<file path="src/rtl/nec_cmd_scheduler.sv">
// NEC command scheduler: validates decoded NEC frames, tracks key-held state
// from repeat codes and queues PRESS/REPEAT/RELEASE events in a FWFT FIFO.
module nec_cmd_scheduler #(
  parameter int unsigned FIFO_DEPTH = 8,
  parameter int unsigned TMO_W      = 8,
  parameter int unsigned REP_W      = 4
) (
  input  logic             wb_clk_i,
  input  logic             wb_rst_i,
  input  logic             tick_i,
  input  logic             frm_valid_i,
  input  logic [7:0]       frm_addr_i,
  input  logic [7:0]       frm_addr_n_i,
  input  logic [7:0]       frm_data_i,
  input  logic [7:0]       frm_data_n_i,
  input  logic             rep_valid_i,
  input  logic             cfg_filt_en_i,
  input  logic [7:0]       cfg_addr_i,
  input  logic [REP_W-1:0] cfg_rep_delay_i,
  input  logic [REP_W-1:0] cfg_rep_rate_i,
  input  logic [TMO_W-1:0] cfg_timeout_i,
  output logic             cmd_valid_o,
  input  logic             cmd_ready_i,
  output logic [1:0]       cmd_type_o,
  output logic [7:0]       cmd_addr_o,
  output logic [7:0]       cmd_data_o,
  output logic [4:0]       fifo_cnt_o,
  output logic             ovf_o,
  input  logic             ovf_clr_i,
  output logic [7:0]       err_cnt_o,
  output logic             held_o
);

  localparam int unsigned PTR_W = (FIFO_DEPTH > 1) ? $clog2(FIFO_DEPTH) : 1;
  localparam int unsigned CNT_W = 5;
  localparam int unsigned ENT_W = 18;

  localparam logic [1:0] T_PRESS   = 2'd0;
  localparam logic [1:0] T_REPEAT  = 2'd1;
  localparam logic [1:0] T_RELEASE = 2'd2;

  typedef enum logic [1:0] {
    S_IDLE     = 2'd0,
    S_HELD     = 2'd1,
    S_REL_PEND = 2'd2
  } state_t;

  state_t state_q, state_d;

  logic [7:0]       lat_addr_q, lat_addr_d;
  logic [7:0]       lat_data_q, lat_data_d;
  logic [TMO_W-1:0] tmo_q, tmo_d, tmo_inc;
  logic [REP_W-1:0] rcnt_q, rcnt_d, rcnt_inc, rep_thr;
  logic             phase_q, phase_d;

  logic             push_c;
  logic [ENT_W-1:0] push_ent_c;
  logic             push_q;
  logic [ENT_W-1:0] push_ent_q;

  logic frm_ok, frm_bad, frm_acc, tmo_hit;

  // Frame classification and timeout detection
  assign frm_ok   = frm_valid_i && (frm_addr_n_i == ~frm_addr_i) && (frm_data_n_i == ~frm_data_i);
  assign frm_bad  = frm_valid_i && !frm_ok;
  assign frm_acc  = frm_ok && (!cfg_filt_en_i || (frm_addr_i == cfg_addr_i));
  assign tmo_inc  = tmo_q + TMO_W'(1);
  assign rcnt_inc = rcnt_q + REP_W'(1);
  assign rep_thr  = phase_q ? cfg_rep_rate_i : cfg_rep_delay_i;
  assign tmo_hit  = tick_i && ((cfg_timeout_i == TMO_W'(0)) || (tmo_inc == cfg_timeout_i));

  // FSM state register
  always_ff @(posedge wb_clk_i) begin
    if (wb_rst_i) state_q <= S_IDLE;
    else          state_q <= state_d;
  end

  // FSM next-state logic
  always_comb begin
    state_d = state_q;
    case (state_q)
      S_IDLE:     if (frm_acc) state_d = S_HELD;
      S_HELD: begin
        if (frm_acc)                   state_d = S_REL_PEND;
        else if (!rep_valid_i && tmo_hit) state_d = S_IDLE;
      end
      S_REL_PEND: state_d = S_HELD;
      default:    state_d = S_IDLE;
    endcase
  end

  // FSM outputs: event push request, latch and counter updates
  always_comb begin
    push_c     = 1'b0;
    push_ent_c = {T_PRESS, lat_addr_q, lat_data_q};
    lat_addr_d = lat_addr_q;
    lat_data_d = lat_data_q;
    tmo_d      = tmo_q;
    rcnt_d     = rcnt_q;
    phase_d    = phase_q;
    case (state_q)
      S_IDLE: begin
        if (frm_acc) begin
          push_c     = 1'b1;
          push_ent_c = {T_PRESS, frm_addr_i, frm_data_i};
          lat_addr_d = frm_addr_i;
          lat_data_d = frm_data_i;
          tmo_d      = TMO_W'(0);
          rcnt_d     = REP_W'(0);
          phase_d    = 1'b0;
        end
      end
      S_HELD: begin
        if (frm_acc) begin
          push_c     = 1'b1;
          push_ent_c = {T_RELEASE, lat_addr_q, lat_data_q};
          lat_addr_d = frm_addr_i;
          lat_data_d = frm_data_i;
        end else if (rep_valid_i) begin
          tmo_d = TMO_W'(0);
          if (rep_thr != REP_W'(0)) begin
            if (rcnt_inc == rep_thr) begin
              push_c     = 1'b1;
              push_ent_c = {T_REPEAT, lat_addr_q, lat_data_q};
              rcnt_d     = REP_W'(0);
              phase_d    = 1'b1;
            end else begin
              rcnt_d = rcnt_inc;
            end
          end
        end else if (tick_i) begin
          tmo_d = tmo_inc;
          if (tmo_hit) begin
            push_c     = 1'b1;
            push_ent_c = {T_RELEASE, lat_addr_q, lat_data_q};
          end
        end
      end
      S_REL_PEND: begin
        push_c     = 1'b1;
        push_ent_c = {T_PRESS, lat_addr_q, lat_data_q};
        tmo_d      = TMO_W'(0);
        rcnt_d     = REP_W'(0);
        phase_d    = 1'b0;
      end
      default: ;
    endcase
  end

  // Datapath registers: latched key, counters, push stage, error count, held flag
  always_ff @(posedge wb_clk_i) begin
    if (wb_rst_i) begin
      lat_addr_q <= 8'd0;
      lat_data_q <= 8'd0;
      tmo_q      <= TMO_W'(0);
      rcnt_q     <= REP_W'(0);
      phase_q    <= 1'b0;
      push_q     <= 1'b0;
      push_ent_q <= ENT_W'(0);
      err_cnt_o  <= 8'd0;
      held_o     <= 1'b0;
    end else begin
      lat_addr_q <= lat_addr_d;
      lat_data_q <= lat_data_d;
      tmo_q      <= tmo_d;
      rcnt_q     <= rcnt_d;
      phase_q    <= phase_d;
      push_q     <= push_c;
      push_ent_q <= push_ent_c;
      if (frm_bad && (err_cnt_o != 8'hFF)) err_cnt_o <= err_cnt_o + 8'd1;
      held_o     <= (state_d != S_IDLE);
    end
  end

  logic [ENT_W-1:0] mem [FIFO_DEPTH];
  logic [PTR_W-1:0] wr_q, wr_d, rd_q, rd_d;
  logic [CNT_W-1:0] cnt_q, cnt_d, remain;
  logic [ENT_W-1:0] head_d;
  logic             do_pop, do_push, ovf_set;

  // FIFO control: a full FIFO only takes a push when it pops in the same cycle
  always_comb begin
    do_pop  = cmd_ready_i && (cnt_q != CNT_W'(0));
    do_push = push_q && ((cnt_q != CNT_W'(FIFO_DEPTH)) || do_pop);
    ovf_set = push_q && !do_push;
    wr_d    = do_push ? wr_q + PTR_W'(1) : wr_q;
    rd_d    = do_pop  ? rd_q + PTR_W'(1) : rd_q;
    remain  = cnt_q - CNT_W'(do_pop);
    cnt_d   = remain + CNT_W'(do_push);
    head_d  = ENT_W'(0);
    if (cnt_d != CNT_W'(0)) begin
      if (remain == CNT_W'(0)) head_d = push_ent_q;
      else                     head_d = mem[rd_d];
    end
  end

  // FIFO storage
  always_ff @(posedge wb_clk_i) begin
    if (do_push) mem[wr_q] <= push_ent_q;
  end

  // FIFO pointers, count, registered head and overflow flag
  always_ff @(posedge wb_clk_i) begin
    if (wb_rst_i) begin
      wr_q        <= PTR_W'(0);
      rd_q        <= PTR_W'(0);
      cnt_q       <= CNT_W'(0);
      cmd_valid_o <= 1'b0;
      cmd_type_o  <= 2'd0;
      cmd_addr_o  <= 8'd0;
      cmd_data_o  <= 8'd0;
      ovf_o       <= 1'b0;
    end else begin
      wr_q        <= wr_d;
      rd_q        <= rd_d;
      cnt_q       <= cnt_d;
      cmd_valid_o <= (cnt_d != CNT_W'(0));
      cmd_type_o  <= head_d[17:16];
      cmd_addr_o  <= head_d[15:8];
      cmd_data_o  <= head_d[7:0];
      if (ovf_set)        ovf_o <= 1'b1;
      else if (ovf_clr_i) ovf_o <= 1'b0;
    end
  end

  assign fifo_cnt_o = cnt_q;

endmodule

</file>
<file path="config.mk">
export PLATFORM = sky130hd
export DESIGN_NAME = nec_cmd_scheduler
export DESIGN_NICKNAME = d
export VERILOG_FILES = /design/src/rtl/nec_cmd_scheduler.sv
export SDC_FILE = /design/constraint.sdc
export NUM_CORES = 1
export LEC_CHECK = 0
export CAP_MARGIN = 20
export CORE_AREA = 2 2 150 152
export DETAILED_ROUTE_END_ITERATION = 16
export DIE_AREA = 0 0 152 154
export PLACE_DENSITY = 0.73
export RECOVER_POWER = 50
export SLEW_MARGIN = 20
export SYNTH_ARGS = -nofsm -noshare
export SYNTH_HDL_FRONTEND = slang
export SYNTH_SLANG_ARGS = --single-unit
</file>
<file path="constraint.sdc">
create_clock -name wb_clk_i -period 3.8 [get_ports wb_clk_i]
set_input_delay 0.38 -clock wb_clk_i [delete_from_list [all_inputs] [get_ports wb_clk_i]]
set_output_delay 0.38 -clock wb_clk_i [all_outputs]
set_load 0.05 [all_outputs]
</file>
==> metrics.yaml, run 1 <==
worst_setup_path:
  path_max_fanout: 18
  required_ps: 4270
  arrival_ps: 3960
  endpoint_kind: "register"
  path_class: "reg2reg"
  critical_path.startpoint_type: "register"
  r2r_setup_slack_ps: 310
sta:
  slew_violations: 0
  setup_violations: 0
  fin_ws_ps: 307
  period_share: 0.919
  clock_skew_ps: 19.6
  worst_pin_slew_ps: 744
  tns_ps: 0
  relSlewSlack: 0.504
  hold_violations: 0
  fmax_mhz: 286
  fin_crit_ps: 3490
  rsz0062_at_grt: "no"
pwr:
  pwr_density_cell_mw_per_mm2: 611
  power.share.switching: 0.304
  vdd_drop_max_mv: 0.377
  p_comb_frac: 0.330
  p_int_mw: 5.53
  p_leak_nw: 4.19
  p_seq_frac: 0.360
  p_sw_mw: 2.42
  clkPwrFrac: 0.310
synth:
  synth_top_area_frac: 0.402
  syn_area_mm2: 0.0108
  synth_flop_cell: "edfxtp_1"
  postSynthAreaPerCell_um2: 14.3
  synth_nets: 824
  syn_inst: 751
  ys_seq_elements: 234
  synth_edf_count: 144
  synthArstFlopShare: 0
  synth_most_common_cell: "edfxtp_1"
  ys_seq_area_frac: 0.569
  yosys-top-cells-area: "edfxtp_1, mux4_2, dfxtp_1, xor2_1, a21oi_1"
  netlist.top_cell.by_area: "edfxtp_1"
  ys_types: 56
  yosys_warnings: 0
  synthTopCellsByCount: "edfxtp_1, dfxtp_1, mux4_2, nand2_1, a21oi_1"
clocking:
  cts_tree: "yes"
  cts-htree-levels: 1
  cts_root_buf: "clkbuf_16"
  post_cts_buffers: 0
  clock_latency_ps: 530
  cts.path.max_buffers: 3
  cts_buffers: 26
  clock-sinks: 234
  clk_pin_slew_ps: 60
placement:
  place_congestion: 0.777
  place_hpwl_um: 14700
  post-place-ws_ps: -73.0
  port_buffers: 97
  placed_cells: 1109
floorplan:
  fp.coreArea_mm2: 0.0217
  die_w_um: 152
  die_area_mm2: 0.0234
  start_util: 0.496
  rows: 54
  die-height_um: 154
  ios: 98
routing:
  route.detailed.drc: 0
  wl_per_cell_um: 20.6
  routed-via-count: 6859
  totalWireLength_um: 23800
  drt_iter0_drc: 530
  ant_nets: 0
  via_per_inst: 5.93
  drtPass1Iterations: 5
run_status:
  status: "finished clean"
layout:
  nNetsFinal: 930
  layout-drive-gt1-share: 0.203
  antenna_cells: 0
  finalNonFillerCells: 1157
  fillerInstances: 1684
  area_growth_pct: 20.7
grt:
  grt_pass1_wl_um: 38000
  grt_max_degree: 45
  grt_antenna_before_repair: 0
  grt_pass1_vias: 6998
  grtUsageTotal: 0.205
  grt.overflow.total: 0
hold_path:
  hp-class: "in2reg"
job:
  cap_violations: 0
## power by group through the flow
stage                     sequential, mW  combinational [mW]  clock (mW)
after floorplan                     3.24                1.67           0
after CTS                           2.87                2.70        2.50
after detailed placement            2.92                2.68           0
after global placement              2.92                2.64           0
final                               2.86                2.62        2.46
after global routing                2.87                2.81        2.62
## placed cells by master, fill, tap and decap left out, drive strengths merged, types with 11 or more instances in the layout
cell type / synthesis / layout
a22o: 21 / 21
o21ai: 25 / 25
edfxtp: 144 / 144
nor2: 29 / 29
buf: 14 / 24
mux4: 90 / 90
clkdlybuf4s50: 0 / 61
nand3: 28 / 28
nand2: 53 / 53
xnor2: 19 / 19
a21oi: 40 / 40
dfxtp: 90 / 90
xor2: 30 / 30
clkinv: 1 / 14
clkbuf: 31 / 34
inv: 10 / 11
dlygate4sd3: 0 / 35
## final timing paths
kind / startpoint / to / cells past startpoint
max reg2reg: fifo_cnt_o[1]$_SDFF_PP0_ / cmd_data_o[5]$_SDFF_PP0_ / 13
max: fifo_cnt_o[1]$_SDFF_PP0_ / cmd_data_o[5]$_SDFF_PP0_ / 13
min reg2reg: lat_addr_q[6]$_SDFFE_PP0P_ / lat_addr_q[6]$_SDFFE_PP0P_ / 2
min: wb_rst_i / rd_q[2]$_SDFF_PP0_ / 2
## worst max-delay path, cell delays in order (launching register included)
cell and delay (ps):
dfxtp_2 330, or4_1 550, o21ai_2 160, inv_1 120, ha_1 230, ha_1 280
inv_1 100, ha_1 240, nand2b_1 120, nand4b_1 120, a21o_1 180, a41o_1 250
nor2_4 520, a22o_1 220
## cell type report
class                           instances  area [um2]  share of cell area
Clock buffer                           31         699              0.0538
Clock inverter                         17         153              0.0117
Inverter                               11        41.3             0.00318
Multi-Input combinational cell        461        4460               0.343
Sequential cell                       234        6130               0.472
Tap cell                              280         350              0.0270
Timing Repair Buffer                  123        1160              0.0894
## registers in the layout (all words and copies together), names as in the netlist, 3 cells and up
signal and count:
cmd_addr_o 8, cmd_data_o 8, err_cnt_o 8, fifo_cnt_o 5, lat_addr_q 8, lat_data_q 8
mem 144, push_ent_q 18, rcnt_q 4, rd_q 3, tmo_q 8, wr_q 3
## logic make-up after synthesis
logic type / Yosys count / share of synthesized area
xor+xnor: 50 / 0.0420
simple gates: 183 / 0.0882
compound gates: 119 / 0.0721
mux: 100 / 0.198
buf+inv: 56 / 0.0203
fa+ha+maj: 9 / 0.0105
flops: 234 / 0.569
## per-layer routing
| layer | part of all wire | global-route usage |
|---|---|---|
| met3 | 0.068 | 0.0347 |
| met5 | 0 | 0 |
| met2 | 0.49 | 0.346 |
| met1 | 0.43 | 0.283 |
| met4 | 0.016 | 0.0405 |
## what timing repair did
item / CTS / global route
setup endpoints to repair: 18 / 0
resized for setup: 1 / 0
hold buffers: 0 / 0
## through the flow
step           area (um2)  utilization  power, mW  hold WS, ps
2_1_floorplan       10800            -       4.91          428
3_3_place_gp        12200        0.560       5.56          434
3_5_place_dp        12200        0.560       5.60          441
4_1_cts             13000        0.600       8.07          201
5_1_grt             13000        0.599       8.30          202
6_report            13000        0.599       7.94          210
(Power assumes the default switching activity.)
==> run 2, diff against run 1 <==
- CORE_AREA: 2 2 150 152 -> 2 2 168 137
- DIE_AREA: 0 0 152 154 -> 0 0 170 139
==> run 2 against run 1 <==
The flow now finishes with violations (max-capacitance violations, max-slew violations). Die area increased by 0.95%. Combinational power about the same. Register-to-register slack got worse by 110 ps. Final cell count decreased by 0.52%. Sequential power about the same. Critical endpoint is now cmd_data_o[7]$_SDFF_PP0_. Largest cell class unchanged.
==> metrics.yaml, run 2 (same netlist as run 1, synthesis figures left out) <==
run_status:
  status: "finished with violations"
  violations: "max-capacitance violations, max-slew violations"
routing:
  via_per_inst: 5.92  # -0.14%
  ant_nets: 0  # unchanged
  totalWireLength_um: 23500  # -1.4%
  route.detailed.drc: 0  # unchanged
  drtPass1Iterations: 5  # unchanged
  wl_per_cell_um: 20.4  # -0.89%
  drt_iter0_drc: 649  # +22%
  routed-via-count: 6814  # -0.66%
sta:
  setup_violations: 0  # unchanged
  fin_crit_ps: 3600  # +106 ps
  rsz0062_at_grt: "no"
  hold_violations: 0  # unchanged
  clock_skew_ps: 19.8  # +0.150 ps
  relSlewSlack: -0.0125  # -0.516
  slew_violations: 10  # +10
  period_share: 0.947  # +0.0278
  tns_ps: 0  # unchanged
  fmax_mhz: 278  # -2.9%
  worst_pin_slew_ps: 1510  # +763 ps
  fin_hold_ws_ps: 286  # +76.0 ps
grt:
  grtUsageTotal: 0.204  # -0.000248
  grt.overflow.total: 0  # unchanged
  grt_max_degree: 38  # -16%
  grt_antenna_before_repair: 0  # unchanged
  grt_pass1_wl_um: 37300  # -1.7%
  grt_pass1_vias: 6923  # -1.1%
layout:
  mostFrequentLayoutCells: "edfxtp_1, mux4_2, dfxtp_1, clkdlybuf4s50_1, nand2_1"
  fillerInstances: 1734  # +3.0%
  finish.utilization: 0.585  # -0.0147
  nNetsFinal: 926  # -0.43%
  largest_reg_flops: 144  # unchanged
  regMostFlops: "mem"
  multi_input_area_mm2: 0.00445  # -0.11%
  seqCellArea_mm2: 0.00613  # about the same
  largestRegisters: "mem x144, push_ent_q x18"
  layout-drive-gt1-share: 0.194  # -0.00871
  final_common_cell: "edfxtp_1"
  area_growth_pct: 19.9
worst_setup_path:
  worstPathCellList: "or4_1 > or3b_2 > and2_1 > ha_1 > ha_1 > xnor2_1 > nor3b_1 > a41o_1 > buf_4 > nor2b_1 > buf_4 > a22o_1"
  required_ps: 4210  # -60 ps
  crit_slowest_cell: "or4_1"
  endpoint_kind: "register"
  max_stage_delay_ps: 560  # about the same
  path_max_fanout: 18  # unchanged
  path_class: "reg2reg"
  arrival_ps: 4010  # +50 ps
  critical_path.startpoint_type: "register"
floorplan:
  start_util: 0.488  # -0.00861
  fp.coreArea_mm2: 0.0221  # +1.8%
  die_w_um: 170  # +12%
  die-height_um: 139  # -9.7%
  die_area_mm2: 0.0236  # +0.95%
  rows: 49  # -9.3%
  ios: 98  # unchanged
placement:
  place_congestion: 0.885  # +14%
  place_hpwl_um: 15600  # +5.9%
  port_buffers: 97  # unchanged
pwr:
  p_leak_nw: 4.14  # -1.2%
  vdd_drop_max_mv: 0.423  # +12%
  pwr_density_cell_mw_per_mm2: 601  # -1.6%
clocking:
  cts_tree: "yes"
  clock_latency_ps: 520  # about the same
  clk_pin_slew_ps: 60  # about the same
  cts_root_buf: "clkbuf_16"
  cts_buffers: 23  # -12%
  cts.path.max_buffers: 3  # unchanged
  clock-sinks: 234  # unchanged
  cts-htree-levels: 1  # unchanged
hold_path:
  hp-class: "in2reg"
job:
  cap_violations: 1  # +1
run 2: changes by cell type in the layout (fill, tap and decap cells not counted), sizes merged:
cell	delta
bufinv	+1
buf	+1
clkbuf	-5
clkinv	-5
diode	+1
inv	+1
run 2: worst paths after layout:
| check | start | endpoint | slack (ps) | cells after the start |
|---|---|---|---|---|
| max | fifo_cnt_o[1]$_SDFF_PP0_ | cmd_data_o[7]$_SDFF_PP0_ | 200 | 12 |
| max reg2reg | fifo_cnt_o[1]$_SDFF_PP0_ | cmd_data_o[7]$_SDFF_PP0_ | 200 | 12 |
| min | wb_rst_i | rd_q[0]$_SDFF_PP0_ | 290 | 2 |
| min reg2reg | lat_addr_q[7]$_SDFFE_PP0P_ | lat_addr_q[7]$_SDFFE_PP0P_ | 450 | 2 |
run 2: worst max-delay path: cells and delay by family, from the launching register on:
kind / cells / cell delay [ps]
xor gates and xnor gates: 1 / 230
DFF: 1 / 330
and+or+nand+nor: 5 / 1550
buffers and inverters: 2 / 350
adders and majority gates: 2 / 500
AOI/OAI and AO/OA: 2 / 550
run 2: timing repair:
action | 4_1_cts | 5_1_grt
hold buffers | 0 | 0
buffers inserted | 0 | 0
endpoints found under the hold margin | 0 | 0
endpoints found under the setup margin | 18 | 0
resized for setup | 1 | 0
run 2: layout make-up:
type,count,area share
Sequential cell,234,0.475
Multi-Input combinational cell,461,0.345
Timing Repair Buffer,122,0.0901
Clock buffer,28,0.0468
Tap cell,280,0.0272
Clock inverter,14,0.0121
Inverter,11,0.00320
Antenna cell,1,0.000194
run 2: per-layer routing:
layer,vias up,share of wire,track usage
li1,3162,-,-
met1,3352,0.42,0.277
met2,259,0.48,0.335
met3,41,0.071,0.0414
met4,0,0.022,0.0621
met5,-,0,0
run 2: through the flow:
step / instances / worst slack, ps / cell area (um2) / power [mW]
final: 1151 / 201 / 12900 / 7.76
after global routing: 1150 / 25.7 / 12900 / 8.11
after floorplan: 751 / 58.9 / 10800 / 4.91
after detailed placement: 1108 / -108 / 12100 / 5.59
after global placement: 1108 / -21.0 / 12100 / 5.54
after CTS: 1150 / 205 / 12900 / 7.88
run 2: power by group:
group,internal (mW),switching (mW),total (mW),leakage (nW)
combinational,1.29,1.33,2.62,1.90
sequential,2.79,0.0662,2.86,1.87
clock,1.34,0.941,2.29,0.374
total,5.42,2.34,7.76,4.14
==> run 3, diff against run 2 <==
- CAP_MARGIN: 20 -> not set
- CELL_PAD_IN_SITES_DETAIL_PLACEMENT: not set -> 0
- CELL_PAD_IN_SITES_GLOBAL_PLACEMENT: not set -> 1
- CORE_AREA: 2 2 168 137 -> 2 2 180 147
- DIE_AREA: 0 0 170 139 -> 0 0 182 149
- PLACE_DENSITY: 0.73 -> not set
- PLACE_DENSITY_LB_ADDON: not set -> 0.1
==> run 3 against run 2 <==
The flow now finishes without violations. Via count grew 2.1%. First-iteration DRC count fell by 25%. Utilization is 7.5 points lower. Clock skew fell by 8.2 ps. Worst setup slack worse by 1.0 ps. Sequential share of layout area down 0.53 points. Hold slack lost 150 ps. Combinational power increased by 3%. Critical endpoint is now cmd_addr_o[0]$_SDFF_PP0_.
==> metrics.yaml, run 3 (same netlist as run 1, synthesis figures left out) <==
run_status:
  status: "finished clean"
layout:
  fillerInstances: 2142  # +24%
  seqCellArea_mm2: 0.00613  # about the same
  final_common_cell: "edfxtp_1"
  regMostFlops: "mem"
  mostFrequentLayoutCells: "edfxtp_1, mux4_2, dfxtp_1, clkdlybuf4s50_1, nand2_1"
  finish.utilization: 0.510  # -0.0749
  antenna_cells: 0  # -1
  area_growth_pct: 21.2
  finalNonFillerCells: 1208  # +5.0%
  largest_reg_flops: 144  # unchanged
  layout-drive-gt1-share: 0.196  # +0.00165
  multi_input_area_mm2: 0.00446  # +0.22%
  nNetsFinal: 931  # +0.54%
  largestRegisters: "mem x144, push_ent_q x18"
  stdcell_area_mm2: 0.0130  # +1.1%
sta:
  hold_violations: 0  # unchanged
  tns_ps: 0  # unchanged
  fin_crit_ps: 3600  # +1.04 ps
  worst_pin_slew_ps: 1300  # -204 ps
  relSlewSlack: 0.131  # +0.143
  fmax_mhz: 278  # about the same
  clock_skew_ps: 11.6  # -8.19 ps
  period_share: 0.947  # about the same
  rsz0062_at_grt: "no"
  slew_violations: 0  # -10
  fin_ws_ps: 200  # -1.04 ps
  setup_violations: 0  # unchanged
clocking:
  cts.path.max_buffers: 3  # unchanged
  clk_pin_slew_ps: 60  # about the same
  clock-sinks: 234  # unchanged
  cts-htree-levels: 1  # unchanged
  cts_root_buf: "clkbuf_16"
  clock_latency_ps: 520  # about the same
  cts_buffers: 26  # +13%
  ctsHoldBuffers: 0  # unchanged
  cts_tree: "yes"
placement:
  place_congestion: 0.848  # -4.1%
  placed_cells: 1160  # +4.7%
  post-place-ws_ps: -72.6  # +35.9 ps
  placed_cell_area_mm2: 0.0122  # +0.64%
  port_buffers: 97  # unchanged
  place_hpwl_um: 16600  # +6.5%
floorplan:
  fp.coreArea_mm2: 0.0256  # +16%
  ios: 98  # unchanged
  die-height_um: 149  # +7.2%
  start_util: 0.421  # -0.0672
  die_w_um: 182  # +7.1%
  rows: 53  # +8.2%
  die_area_mm2: 0.0271  # +15%
worst_setup_path:
  path_buf_inv: 2  # unchanged
  r2r_setup_slack_ps: 200  # about the same
  path_max_fanout: 18  # unchanged
  cp_top_family: "simple AND/OR/NAND/NOR gates"
  crit_start: "fifo_cnt_o[1]$_SDFF_PP0_"
  endpoint_kind: "register"
  worstReg2RegStart: "fifo_cnt_o[1]$_SDFF_PP0_"
  required_ps: 4250  # +40 ps
  crit_slowest_cell: "or4_1"
  max_stage_delay_ps: 560  # about the same
  path_class: "reg2reg"
  critical_path.startpoint_type: "register"
  path_common_cell: "ha_1"
  worstPathCellList: "or4_1 > o21ai_2 > inv_1 > ha_1 > ha_1 > inv_1 > ha_1 > nand2b_1 > nand4b_1 > a21o_1 > a41o_1 > nor2_4 > a22o_1"
  arrival_ps: 4050  # +40 ps
grt:
  grtUsageTotal: 0.198  # -0.00610
  grt_pass1_wl_um: 41300  # +11%
  grt_antenna_before_repair: 0  # unchanged
  grt_max_degree: 53  # +39%
  grt_use_met2: 0.331  # -0.00480
  busiest_layer: "met2"
  grt.met1_usage: 0.278  # +0.00132
  grt.overflow.total: 0  # unchanged
  met3_usage: 0.0298  # -0.0116
  grt_pass1_vias: 7152  # +3.3%
routing:
  route.detailed.drc: 0  # unchanged
  totalWireLength_um: 26500  # +13%
  routed-via-count: 6960  # +2.1%
  drtPass1Iterations: 4  # -1
  wl_per_cell_um: 21.9  # +7.6%
  drt_iter0_drc: 484  # -25%
  ant_nets: 0  # unchanged
  via_per_inst: 5.76  # -2.7%
pwr:
  vdd_drop_max_mv: 0.362  # -14%
  p_comb_frac: 0.338  # about the same
  p_leak_nw: 4.16  # +0.50%
  power.share.switching: 0.310  # +0.00836
  pwr_density_cell_mw_per_mm2: 611  # +1.6%
  p_seq_frac: 0.360  # -0.008
  p_sw_mw: 2.47  # +5.6%
  clkPwrFrac: 0.303  # +0.008
  p_int_mw: 5.51  # +1.5%
hold_path:
  hp-class: "in2reg"
  min_from: "wb_rst_i"
job:
  cap_violations: 0  # -1
-- run 3: changes by cell type in the layout (fill, tap and decap cells not counted), sizes merged --
cell,previous run,this run
bufinv,3,0
clkbuf,29,46
clkinv,9,4
inv,12,11
diode,1,0
-- run 3: final cells by class --
class                      count  share of cell area
clock buffer                  43              0.0610
sequential                   234               0.470
inverter                      11             0.00316
tap                          330              0.0316
clock inverter                 5             0.00249
timing repair buffer         124              0.0897
multi-input combinational    461               0.342
-- run 3: power by group through the flow --
stage / clock network (mW) / registers [mW] / logic, mW
2_1_floorplan: 0 / 3.24 / 1.67
3_3_place_gp: 0 / 2.92 / 2.70
3_5_place_dp: 0 / 2.92 / 2.73
4_1_cts: 2.47 / 2.87 / 2.76
5_1_grt: 2.57 / 2.88 / 2.88
6_report: 2.41 / 2.87 / 2.69
-- run 3: worst paths after layout --
path | to | cells past startpoint
worst min-delay path | fifo_cnt_o[2]$_SDFF_PP0_ | 2
worst min register to register | lat_data_q[4]$_SDFFE_PP0P_ | 2
worst max register to register | cmd_addr_o[0]$_SDFF_PP0_ | 13
worst max-delay path | cmd_addr_o[0]$_SDFF_PP0_ | 13
-- run 3: metrics by stage --
step           hold slack, ps  power [mW]
5_1_grt                   145        8.33
3_5_place_dp              440        5.65
3_3_place_gp              436        5.62
6_report                  138        7.97
2_1_floorplan             428        4.91
4_1_cts                   124        8.10
-- run 3: routing by layer --
metal / routed length [um] / part of all wire
met4: 473 / 0.018
met2: 12500 / 0.47
met1: 12200 / 0.46
met3: 1300 / 0.049
met5: 0 / 0
-- run 3: timing repair --
action                     CTS  global route
buffers inserted             0             0
setup endpoints to repair   18             0
resized for setup            1             0
